$ cat src/rtl/wb_lsu_master.sv
// wb_lsu_master: Wishbone classic master for the core's load/store unit.
// Turns one byte/half/word/tag request into one bus cycle, formats the read
// data at capture, and holds the address stable through a post-ack recovery
// window so the tagged slave's check stage sees a valid address.
//
// Request handshake: a request transfers on a rising edge where req_valid_i
// and req_ready_o are both high. req_ready_o is high only in IDLE, so at most
// one request is outstanding. Each transferred request produces exactly one
// single-cycle resp_valid_o pulse; resp_err_o and resp_rdata_o are meaningful
// only while resp_valid_o is high.
module wb_lsu_master #(
   parameter int WB_DATA_WIDTH   = 32,
   parameter int WB_ADDR_WIDTH   = 32,
   parameter int RECOVERY_CYCLES = 3,
   parameter int TIMEOUT_CYCLES  = 16
) (
   input  logic                     wb_clk_i,
   input  logic                     wb_rst_i,
   input  logic                     req_valid_i,
   output logic                     req_ready_o,
   input  logic [WB_ADDR_WIDTH-1:0] req_addr_i,
   input  logic [WB_DATA_WIDTH-1:0] req_wdata_i,
   input  logic [1:0]               req_size_i,
   input  logic                     req_we_i,
   input  logic                     req_signed_i,
   output logic                     resp_valid_o,
   output logic [WB_DATA_WIDTH-1:0] resp_rdata_o,
   output logic                     resp_err_o,
   output logic [WB_ADDR_WIDTH-1:0] wb_addr_o,
   output logic [WB_DATA_WIDTH-1:0] wb_data_o,
   output logic [3:0]               wb_sel_o,
   output logic                     wb_we_o,
   output logic                     wb_cyc_o,
   output logic                     wb_stb_o,
   input  logic                     wb_ack_i,
   input  logic [WB_DATA_WIDTH-1:0] wb_data_i
);

   // One counter serves both the bus wait and the recovery window, so it is
   // sized for the longer of the two.
   localparam int CNT_MAX = (TIMEOUT_CYCLES > RECOVERY_CYCLES) ? TIMEOUT_CYCLES : RECOVERY_CYCLES;
   localparam int CNT_W   = $clog2(CNT_MAX + 1);
   localparam logic [CNT_W-1:0] TO_LAST  = CNT_W'(TIMEOUT_CYCLES - 1);
   localparam logic [CNT_W-1:0] REC_LAST = CNT_W'(RECOVERY_CYCLES - 1);

   localparam logic [1:0] SZ_BYTE = 2'b00;
   localparam logic [1:0] SZ_HALF = 2'b01;
   localparam logic [1:0] SZ_WORD = 2'b10;
   localparam logic [1:0] SZ_TAG  = 2'b11;

   typedef enum logic [1:0] {
      IDLE    = 2'b00,
      BUS     = 2'b01,
      ERR     = 2'b10,
      RECOVER = 2'b11
   } state_t;

   state_t                     state_q, state_d;
   logic [CNT_W-1:0]           cnt_q, cnt_d;

   logic [WB_ADDR_WIDTH-1:0]   addr_q;
   logic [WB_DATA_WIDTH-1:0]   wdata_q;
   logic [1:0]                 size_q;
   logic                       we_q;
   logic                       signed_q;
   logic [3:0]                 sel_q;

   logic                       resp_valid_q, resp_valid_d;
   logic                       resp_err_q, resp_err_d;
   logic [WB_DATA_WIDTH-1:0]   resp_rdata_q, resp_rdata_d;

   logic                       accept;
   logic                       misaligned;
   logic [3:0]                 sel_d;
   logic [WB_DATA_WIDTH-1:0]   rd_fmt;

   // Request decode: byte lane select and alignment check on the incoming request.
   always_comb begin
      sel_d      = 4'b0000;
      misaligned = 1'b0;
      case (req_size_i)
         SZ_BYTE: sel_d = 4'b0001;
         SZ_HALF: begin
            sel_d      = 4'b0011;
            misaligned = req_addr_i[0];
         end
         SZ_WORD: begin
            sel_d      = 4'b1111;
            misaligned = (req_addr_i[1:0] != 2'b00);
         end
         default: sel_d = 4'b0101;
      endcase
   end

   // Read data formatting applied to the slave's low-aligned data at capture.
   always_comb begin
      rd_fmt = wb_data_i;
      case (size_q)
         SZ_BYTE: rd_fmt = signed_q ? {{(WB_DATA_WIDTH-8){wb_data_i[7]}}, wb_data_i[7:0]}
                                    : {{(WB_DATA_WIDTH-8){1'b0}}, wb_data_i[7:0]};
         SZ_HALF: rd_fmt = signed_q ? {{(WB_DATA_WIDTH-16){wb_data_i[15]}}, wb_data_i[15:0]}
                                    : {{(WB_DATA_WIDTH-16){1'b0}}, wb_data_i[15:0]};
         SZ_WORD: rd_fmt = wb_data_i;
         SZ_TAG:  rd_fmt = {{(WB_DATA_WIDTH-4){1'b0}}, wb_data_i[3:0]};
         default: rd_fmt = wb_data_i;
      endcase
   end

   // Next-state logic, counter updates and the registered response values.
   always_comb begin
      state_d      = state_q;
      cnt_d        = cnt_q;
      accept       = 1'b0;
      resp_valid_d = 1'b0;
      resp_err_d   = 1'b0;
      resp_rdata_d = resp_rdata_q;
      case (state_q)
         IDLE: begin
            if (req_valid_i) begin
               accept = 1'b1;
               cnt_d  = '0;
               if (misaligned) begin
                  // Misaligned requests never reach the bus; the error
                  // response appears in the following ERR cycle.
                  state_d      = ERR;
                  resp_valid_d = 1'b1;
                  resp_err_d   = 1'b1;
                  resp_rdata_d = '0;
               end else begin
                  state_d = BUS;
               end
            end
         end
         BUS: begin
            // Ack wins over the timeout when both land on the same cycle.
            if (wb_ack_i) begin
               state_d      = RECOVER;
               cnt_d        = '0;
               resp_valid_d = 1'b1;
               resp_rdata_d = we_q ? '0 : rd_fmt;
            end else if (cnt_q == TO_LAST) begin
               state_d      = RECOVER;
               cnt_d        = '0;
               resp_valid_d = 1'b1;
               resp_err_d   = 1'b1;
               resp_rdata_d = '0;
            end else begin
               cnt_d = cnt_q + 1'b1;
            end
         end
         ERR: begin
            state_d = IDLE;
         end
         RECOVER: begin
            if (cnt_q == REC_LAST) begin
               state_d = IDLE;
               cnt_d   = '0;
            end else begin
               cnt_d = cnt_q + 1'b1;
            end
         end
         default: begin
            state_d = IDLE;
            cnt_d   = '0;
         end
      endcase
   end

   // State, counter and response registers; reset aborts any bus cycle at once.
   always_ff @(posedge wb_clk_i) begin
      if (wb_rst_i) begin
         state_q      <= IDLE;
         cnt_q        <= '0;
         resp_valid_q <= 1'b0;
         resp_err_q   <= 1'b0;
         resp_rdata_q <= '0;
      end else begin
         state_q      <= state_d;
         cnt_q        <= cnt_d;
         resp_valid_q <= resp_valid_d;
         resp_err_q   <= resp_err_d;
         resp_rdata_q <= resp_rdata_d;
      end
   end

   // Request capture; these registers also hold the address/sel through recovery.
   always_ff @(posedge wb_clk_i) begin
      if (wb_rst_i) begin
         addr_q   <= '0;
         wdata_q  <= '0;
         size_q   <= SZ_BYTE;
         we_q     <= 1'b0;
         signed_q <= 1'b0;
         sel_q    <= 4'b0000;
      end else if (accept) begin
         addr_q   <= req_addr_i;
         wdata_q  <= req_wdata_i;
         size_q   <= req_size_i;
         we_q     <= req_we_i;
         signed_q <= req_signed_i;
         sel_q    <= sel_d;
      end
   end

   // Bus and handshake outputs decoded from the current state.
   always_comb begin
      req_ready_o  = (state_q == IDLE);
      wb_cyc_o     = (state_q == BUS);
      wb_stb_o     = (state_q == BUS);
      wb_we_o      = (state_q == BUS) && we_q;
      wb_addr_o    = addr_q;
      wb_sel_o     = sel_q;
      wb_data_o    = wdata_q;
      resp_valid_o = resp_valid_q;
      resp_err_o   = resp_err_q;
      resp_rdata_o = resp_rdata_q;
   end

endmodule

$ cat config.mk
export PLATFORM = sky130hd
export DESIGN_NAME = wb_lsu_master
export DESIGN_NICKNAME = d
export VERILOG_FILES = /design/src/rtl/wb_lsu_master.sv
export SDC_FILE = /design/constraint.sdc
export NUM_CORES = 1
export LEC_CHECK = 0
export ABC_AREA = 1
export ABC_CLOCK_PERIOD_IN_PS = 1700
export CAP_MARGIN = 10
export CORE_AREA = 2 2 110 112
export CTS_CLUSTER_SIZE = 12
export DETAILED_ROUTE_END_ITERATION = 12
export DIE_AREA = 0 0 112 114
export PLACE_DENSITY = 0.81
export REMOVE_ABC_BUFFERS = 1
export SLEW_MARGIN = 30
export SYNTH_ARGS = -nofsm -noshare
export SYNTH_HDL_FRONTEND = slang
export SYNTH_SLANG_ARGS = --single-unit
$ cat constraint.sdc
create_clock -name wb_clk_i -period 1.7 [get_ports wb_clk_i]
set_input_delay 0.17 -clock wb_clk_i [delete_from_list [all_inputs] [get_ports wb_clk_i]]
set_output_delay 0.17 -clock wb_clk_i [all_outputs]
set_load 0.05 [all_outputs]
==> impl_metrics.tcl, run 1 <==
set metrics [dict create \
    status "finished clean" \
    wl_met3_um 1280 \
    crit_chain "nand2_4 > inv_1 > buf_12" \
    tns_ns 0 \
    grt_setup_unrepaired "no" \
    cts_inserted_buffers 17 \
    crit_family "flip-flops" \
    cp.arrival_ns 1.38 \
    critPathMaxFanout 5 \
    grt_usage 0.218 \
    cts_tree "yes" \
    wl_met2_um 6150 \
    maxCapViolCount 0 \
    path_clk_slew_ns 0.05 \
    fin_nets 961 \
    vias 4771 \
    ys_seq_area_frac 0.475 \
    numClockSinks 113 \
    tightest_slew_ns 0.532 \
    numPortBuffers 209 \
    critPathBufInv 2 \
    dp_cells 978 \
    setup_slack_ns 0.148 \
    r2r_start "state_q[0]$_SDFFE_PP0P_" \
    hold_viol 0 \
    place_ws_ns -0.240 \
    grt_pass1_vias 4664 \
    clockBufferDepth 2 \
    hold_depth 3 \
    finalPower_mw 9.45 \
    ys_warn_count 0 \
    slowest_stage "dfxtp_1" \
    die_w_um 112 \
    fin_util 0.638 \
    reg2reg_slack_ns 0.28 \
    cp.depth 3 \
    netlist_instances 638 \
    place.gp.congestion 0.825 \
    p_seq_frac 0.334 \
    drc_errors 0 \
    ys_types 29 \
    dieArea_sq_um 12800 \
    viasPerCell 4.73 \
    num_io_pins 210 \
    crit_path_start_kind "flip-flop" \
    start_util 0.407 \
    critical_path_class "flip-flop to output pin" \
    post-route-min-period_ns 1.55 \
    placed_area_sq_um 7030 \
    holdWs_ns 0.340 \
    cp.required_ns 1.53 \
    ant_nets 0 \
    reg2reg_to "resp_rdata_o[2]$_SDFFE_PP0P_" \
    synth.avg_cell_area_sq_um 7.46 \
    dp_hpwl_um 9490 \
    layout-area-overhead-vs-synth_pct 56.9 \
    skew_ns 0.00512 \
    drive_gt1_frac 0.130 \
    wl_met1_um 5970 \
    holdCritStartpoint "req_addr_i[30]" \
    setup-violations-final 0 \
    routedWlPerCell_um 13.6 \
    critPathCaptureType "output pin" \
    grt_max_degree 58 \
    switchingPower_mw 3.41 \
    fp.dieH_um 114 \
    slew_headroom 0.647 \
    final_cell_count_no_fill 1008 \
    grt_pass1_wl_um 22400 \
    synth_area_sq_um 4760 \
    cts.htree.levels 4 \
    finalCritPeriodShare 0.913 \
    min_path_type "input port to flip-flop" \
    fmax_mhz 644 \
    p_per_area_nw_per_um2 1270 \
    design_area_sq_um 7470 \
    pwr-share-comb 0.322 \
    drtPass1Iterations 5 \
    p_clk_frac 0.344 \
    p_leak_nw 3.62 \
    drtIter0Drc 254 \
    num_rows 40 \
    drv_slew 0 \
    antenna_found_initial 0 \
    postSynthRegisterBits 113 \
    antennaDiodeCount 0 \
    max_stage_delay_ns 0.44 \
    core_area_sq_um 11700 \
    clk_latency_ns 0.41 \
    p_int_mw 6.04 \
    ir_worst_vdd_mv 0.835 \
    whs_endpoint "wb_addr_o[30]$_SDFFE_PP0P_" \
    top_layer "met4" \
    p_sw_frac 0.361 \
    grt_overflow 0 \
    routed_wl_um 13700 \
    cts_root_buf "clkbuf_16" \
    r2r_cells 6 \
]
-- worst min-delay path: cells and delay by family --
| kind | cells | cell delay (ns) |
|---|---|---|
| buf+inv | 1 | 0.39 |
| simple gates | 2 | 0.15 |
-- area by class of cell --
class                      instances  area [sq um]
sequential                       113          2260
inverter                          41           154
fill                            1049          4240
timing repair buffer             231          2220
clock inverter                     6          57.6
tap                              147           184
clock buffer                      24           482
multi-input combinational        446          2100
-- logic make-up after synthesis --
family          Yosys count  synth area share
compound gates          109             0.125
xor+xnor                  1           0.00184
fa+ha+maj                 7            0.0184
buf+inv                  79            0.0833
flops                   113             0.475
simple gates            329             0.297
-- synth_stat cells --
cell	count	share of area
a211oi_1	1	0.0016
a21boi_0	1	0.0016
a21oi_1	22	0.023
a21oi_2	11	0.020
a31oi_1	1	0.0013
buf_2	11	0.012
buf_4	7	0.011
buf_6	8	0.019
clkbuf_1	12	0.0095
dfxtp_1	113	0.48
ha_1	7	0.018
inv_1	37	0.029
inv_2	4	0.0032
nand2_1	89	0.070
nand2_2	3	0.0039
nand2_4	2	0.0047
nand3_1	35	0.037
nand3_2	1	0.0021
nand3_4	2	0.0074
nand3b_1	1	0.0016
nand4_1	2	0.0026
nor2_1	178	0.14
nor2_2	9	0.012
nor2_4	3	0.0071
nor2_8	1	0.0042
o21ai_0	72	0.076
o21ai_1	1	0.0011
or2_2	3	0.0039
xnor2_1	1	0.0018
-- placed cells by master (no fill, tap or decap), drive strengths merged --
master         Yosys  final
nor2             191    191
ha                 7      7
clkbuf            12     24
clkdlybuf4s50      0    103
bufinv             0      1
clkinv             0      4
xnor2              1      1
or2                3      3
o21ai             73     73
dfxtp            113    113
a211oi             1      1
nand2             94     94
a21oi             33     33
nand3             38     38
a21boi             1      1
nand3b             1      1
clkinvlp           0      1
dlygate4sd2        0     82
dlymetal6s2s       0      1
nand4              2      2
buf               26     45
a31oi              1      1
inv               41     41
-- layer usage --
layer	vias up	GRT usage
met4	0	0.0967
met5	-	0
met2	174	0.343
met3	24	0.0871
met1	2135	0.266
li1	2438	-
-- what timing repair did --
| action | CTS | global route |
|---|---|---|
| buffers inserted | 0 | 0 |
| hold buffers | 0 | 0 |
| setup endpoints to repair | 82 | 2 |
| cloned | 0 | 0 |
| gates resized for setup | 82 | 2 |
| pin swaps | 0 | 0 |
-- power groups by stage --
| stage | clock, mW | sequential (mW) | combinational, mW |
|---|---|---|---|
| 4_1_cts | 3.32 | 3.15 | 3.07 |
| 3_3_place_gp | 0 | 3.20 | 3.19 |
| 2_1_floorplan | 0 | 4.25 | 0.899 |
| 3_5_place_dp | 0 | 3.21 | 3.21 |
| 6_report | 3.25 | 3.15 | 3.05 |
| 5_1_grt | 3.43 | 3.19 | 3.27 |
-- sequential cells by signal, summed over array words and instances, names as in the netlist --
signal	count
resp_rdata_o	32
wb_addr_o	32
wb_data_o	32
cnt_q	5
wb_sel_o	4
size_q	2
state_q	2
resp_err_o	1
resp_valid_o	1
signed_q	1
we_q	1
-- how the worst max path moves through the flow --
| stage | to | start |
|---|---|---|
| final | wb_stb_o | state_q[0]$_SDFFE_PP0P_ |
| after global routing | resp_rdata_o[7]$_SDFFE_PP0P_ | req_size_i[0] |
| after detailed placement | resp_rdata_o[4]$_SDFFE_PP0P_ | req_size_i[0] |
| after global placement | resp_rdata_o[5]$_SDFFE_PP0P_ | req_size_i[0] |
| after CTS | resp_err_o | resp_err_o$_SDFF_PP0_ |
| after floorplan | we_q$_SDFFE_PP0P_ | state_q[1]$_SDFFE_PP0P_ |
(Power assumes the default switching activity.)
==> run 2: changes to the inputs <==
- ABC_CLOCK_PERIOD_IN_PS: 1700 -> not set
- GPL_ROUTABILITY_DRIVEN: not set -> 0
==> results of run 2 <==
No change in the layout: final DEF, timing and power equal those of run 1.
==> run 3: changes to the inputs <==
- CAP_MARGIN: 10 -> not set
==> results of run 3 <==
No change in the layout: final DEF, timing and power equal those of run 1.
